==> src/rtl/lsu_arbiter.sv <==
// Two-requester arbiter for the shared data-memory/IO bus: the CPU LSU (A) has
// priority, and the debug/DMA port (B) is forced through after STARVE_LIM denials.
module lsu_arbiter #(
   parameter int unsigned STARVE_LIM = 4
) (
   input  logic        i_clk,
   input  logic        i_rst_n,
   input  logic        i_a_req,
   input  logic        i_a_we,
   input  logic [31:0] i_a_addr,
   input  logic [31:0] i_a_wdata,
   input  logic [3:0]  i_a_bmask,
   output logic        o_a_gnt,
   output logic        o_a_rvalid,
   output logic [31:0] o_a_rdata,
   input  logic        i_b_req,
   input  logic        i_b_we,
   input  logic [31:0] i_b_addr,
   input  logic [31:0] i_b_wdata,
   input  logic [3:0]  i_b_bmask,
   output logic        o_b_gnt,
   output logic        o_b_rvalid,
   output logic [31:0] o_b_rdata,
   output logic        o_mem_en,
   output logic        o_mem_we,
   output logic [31:0] o_mem_addr,
   output logic [31:0] o_mem_wdata,
   output logic [3:0]  o_mem_bmask,
   input  logic [31:0] i_mem_rdata,
   output logic        o_cpu_stall
);

   typedef enum logic [1:0] {
      OWN_NONE = 2'd0,
      OWN_A    = 2'd1,
      OWN_B    = 2'd2
   } owner_t;

   localparam logic [3:0] LIM = 4'(STARVE_LIM);

   logic [3:0] starve_cnt;
   owner_t     owner_p1;
   logic       rd_p1;
   logic       a_win;
   logic       b_win;

   function automatic logic [3:0] sat_inc(input logic [3:0] v);
      return (v == 4'hF) ? v : v + 4'd1;
   endfunction

   // Grant decision: combinational, suppressed while reset is held
   always_comb begin
      b_win = i_rst_n && i_b_req && (!i_a_req || (starve_cnt >= LIM));
      a_win = i_rst_n && i_a_req && !b_win;
   end

   assign o_a_gnt     = a_win;
   assign o_b_gnt     = b_win;
   assign o_cpu_stall = i_a_req && !a_win;

   always_comb begin
      o_mem_en    = 1'b0;
      o_mem_we    = 1'b0;
      o_mem_addr  = '0;
      o_mem_wdata = '0;
      o_mem_bmask = '0;
      if (a_win) begin
         o_mem_en    = 1'b1;
         o_mem_we    = i_a_we;
         o_mem_addr  = i_a_addr;
         o_mem_wdata = i_a_wdata;
         o_mem_bmask = i_a_bmask;
      end else if (b_win) begin
         o_mem_en    = 1'b1;
         o_mem_we    = i_b_we;
         o_mem_addr  = i_b_addr;
         o_mem_wdata = i_b_wdata;
         o_mem_bmask = i_b_bmask;
      end
   end

   always_ff @(posedge i_clk or negedge i_rst_n) begin
      if (!i_rst_n) begin
         starve_cnt <= 4'd0;
      end else if (i_b_req && !b_win) begin
         starve_cnt <= sat_inc(starve_cnt);
      end else begin
         starve_cnt <= 4'd0;
      end
   end

   // Stage p1: owner of the access whose response arrives this cycle
   always_ff @(posedge i_clk or negedge i_rst_n) begin
      if (!i_rst_n) begin
         owner_p1 <= OWN_NONE;
         rd_p1    <= 1'b0;
      end else begin
         owner_p1 <= a_win ? OWN_A : (b_win ? OWN_B : OWN_NONE);
         rd_p1    <= a_win ? !i_a_we : (b_win ? !i_b_we : 1'b0);
      end
   end

   assign o_a_rvalid = (owner_p1 == OWN_A);
   assign o_b_rvalid = (owner_p1 == OWN_B);
   assign o_a_rdata  = (o_a_rvalid && rd_p1) ? i_mem_rdata : 32'd0;
   assign o_b_rdata  = (o_b_rvalid && rd_p1) ? i_mem_rdata : 32'd0;

endmodule

==> config.mk <==
export PLATFORM = sky130hd
export DESIGN_NAME = lsu_arbiter
export DESIGN_NICKNAME = d
export VERILOG_FILES = /design/src/rtl/lsu_arbiter.sv
export SDC_FILE = /design/constraint.sdc
export NUM_CORES = 1
export LEC_CHECK = 0
export CAP_MARGIN = 20
export CORE_AREA = 4 4 121 123
export DETAILED_ROUTE_END_ITERATION = 10
export DIE_AREA = 0 0 125 127
export PLACE_DENSITY_LB_ADDON = 0.05
export SYNTH_ARGS = -nofsm -noshare
export SYNTH_HDL_FRONTEND = slang
export SYNTH_SLANG_ARGS = --single-unit
==> constraint.sdc <==
create_clock -name i_clk -period 1.5 [get_ports i_clk]
set_clock_uncertainty 0.1 [all_clocks]
set_input_delay 0.15 -clock i_clk [delete_from_list [all_inputs] [get_ports i_clk]]
set_output_delay 0.15 -clock i_clk [all_outputs]
set_load 0.05 [all_outputs]
==> impl_results.md <==
- Final setup viols: about 140
- Residual DRC: 0
- Data arrival time of the critical path: 1.68 ns
- Most frequent cells in the layout: clkdlybuf4s50_1, buf_12, and3_4
- Largest net degree at the start of global routing: about 40
- FF-to-FF setup slack: -0.03 ns
- CTS Sinks: 7
- CP endpoint kind: primary output
- ANT nets after route: 0
- Maximum vdd drop: 322 uV
- Setup WS pre-CTS: -0.522 ns
- RSZ-0062 raised after global routing: yes
- Post-synthesis sequential area ratio: 0.110
- Syn_nets: 367
- Final Wtd Congestion: around 0.77
- Most common cell after layout, fill and taps aside: clkdlybuf4s50_1
- Row Count: 43
- Worst r2r src: starve_cnt[3]$_DFFE_PN0P_
- Failing checks: setup timing
- Gr usage total: 0.162
- Cell Area, Synth: 1590 um2
- Vias per cell: between 4 and 5
- Part of the cycle the worst path needs: 1.29
- Root Driver: clkbuf_16
- Initial antenna violation count: 1
- Hpwl dp: 11400 um
- Non-Filler Cell Area, Final: ~7300 um2
- Setup Crit Path Kind: reg2out
- Slew headroom: 0.839
- Post-CTS Hold Buffers: 0
- Bufs on Longest Clock Path: 2
- Clk pin slew, worst setup/hold paths: 0.04 ns
- Clk_lat worst skew: 0.23 ns
- Slew Viols, Final: 0
- Layout cells sized above 1: 0.621
- Cells after DPL: 673
- Area grow syn2layout: 362%
- Yosys cell types: 19
- Final hold vios: 0
- GR Overflow Total: 0
- Worst hold path type: in2async
- Clock buffer count from CTS: 3
- #FFs+latches synth: 7
- H-Tree Level Count: 1
- Max-Cap Viols: 0
- Cell count of the worst reg-to-reg path: 5
- Starting Density: 0.116
- Dpl cell area: 6700 um2
- Die Y: 127 um
- DR WL/cell: about 20 um
- Final #Nets: 691
- WL final: 14200 um
- Synth warn: 0
- 1st-iter DRT viols: 75
- First-pass GRT wire length: 20400 um
- Critical path launch point type: flop
- Final worst slack: -0.428 ns
- Cell leakage power: 2.97 nW
- Least-Margin Pin Slew: 0.242 ns
- IO buf count: 312
- First-pass iteration count of the detailed router: 4
- CTS tree: done
- CP Max Fanout: 30
- Reg-to-Reg End: starve_cnt[1]$_DFFE_PN0P_
- CORE AREA: about 14000 um2
- Die Wd: ~130 um
- Highest Clock Rate: 519 MHz
- Fin Hold WS: 0.193 ns
- IO Pins: 313
- Antenna diode count: 0
- Run status: finished, violations left
- Minimum clock period: 1.93 ns
- Die Area: 15900 um2
- Syn avg cell area: 8.26 um2
- Synthesized instance count: 192
- Post-route insts no fill: 695
- Power Density: approximately 400 nW/um2
- Vias: 3049
- WP data required: 1.25 ns
- Vias in the first global route: approximately 3300
report_power, final:
group / switching (W) / total, W / internal, W
clock network: 0.0000976 / 0.000451 / 0.000353
logic: 0.000968 / 0.00220 / 0.00123
registers: 0.00000848 / 0.000207 / 0.000199
critical path: stages (launching register included):
cell and delay (ns):
dfrtp_1 0.40, o311a_4 0.45, buf_12 0.19, a22o_2 0.24, buf_12 0.15
final cells by class:
cell class	count	area, um2
clock buffers	4	78.8
flip-flops and latches	7	175
fillers	1225	6340
repair buffers	348	5050
inverters	1	3.75
well taps	180	225
multi-input cells	155	1790
per-stage QoR:
step / utilization / setup TNS [ns] / power (W)
2_1_floorplan: - / -6.42 / 0.00107
3_3_place_gp: 0.490 / -34.84 / 0.00227
3_5_place_dp: 0.490 / -35.50 / 0.00228
4_1_cts: 0.525 / -42.13 / 0.00286
5_1_grt: 0.536 / -48.19 / 0.00297
6_report: 0.536 / -41.05 / 0.00286
what timing repair did:
item,4_1_cts,5_1_grt
setup endpoints to repair,136,141
hold endpoints to repair,0,0
pin swaps,16,9
setup buffers,12,3
gates cloned,5,2
resized for setup,39,41
layer usage:
metal | track usage | share of wire | vias up
met5 | 0 | 0.00056 | -
met4 | 0.0446 | 0.027 | 2
met3 | 0.0757 | 0.11 | 20
met2 | 0.320 | 0.56 | 181
met1 | 0.149 | 0.30 | 1415
li1 | - | - | 1431
synth_stat cells:
| cell type | n | area, um2 |
|---|---|---|
| mux2_2 | 1 | 11.3 |
| nand3_1 | 1 | 5.00 |
| o21ai_0 | 1 | 5.00 |
| o2111a_1 | 2 | 22.5 |
| o21a_1 | 1 | 7.51 |
| mux2i_1 | 1 | 10.0 |
| dfrtp_1 | 7 | 175 |
| nor2b_1 | 2 | 12.5 |
| ha_1 | 1 | 12.5 |
| o311a_1 | 2 | 20.0 |
| o31ai_1 | 1 | 7.51 |
| clkbuf_1 | 13 | 48.8 |
| inv_2 | 1 | 3.75 |
| nand3b_1 | 3 | 22.5 |
| buf_6 | 16 | 180 |
| nor2_1 | 1 | 3.75 |
| xor2_1 | 1 | 8.76 |
| and3_1 | 68 | 425 |
| a22o_1 | 69 | 604 |
worst max-delay path by stage:
stage	startpoint	end	slack [ns]	cells after the start
global route	starve_cnt[2]$_DFFE_PN0P_	o_mem_addr[5]	-0.49	5
CTS	starve_cnt[2]$_DFFE_PN0P_	o_mem_we	-0.43	4
global placement	i_a_req	o_mem_wdata[21]	-0.51	6
finish	starve_cnt[2]$_DFFE_PN0P_	o_mem_addr[26]	-0.43	4
floorplan	starve_cnt[3]$_DFFE_PN0P_	o_mem_wdata[10]	-0.10	4
detailed placement	i_a_req	o_mem_wdata[5]	-0.52	6
sequential cells by signal, indices dropped and copies added, names as in the netlist:
signal      count
starve_cnt      4
owner_p1        2
rd_p1           1
kinds of logic after synthesis:
logic type | Yosys count | share of synthesized area
AO/OA/AOI/OAI | 76 | 0.420
AND/OR/NAND/NOR | 75 | 0.296
buffers and inverters | 30 | 0.147
flip-flops | 7 | 0.110
multiplexers | 2 | 0.0134
XOR/XNOR | 1 | 0.00552
adder cells (fa/ha/maj) | 1 | 0.00789
Power figures use the tool's default switching activity.
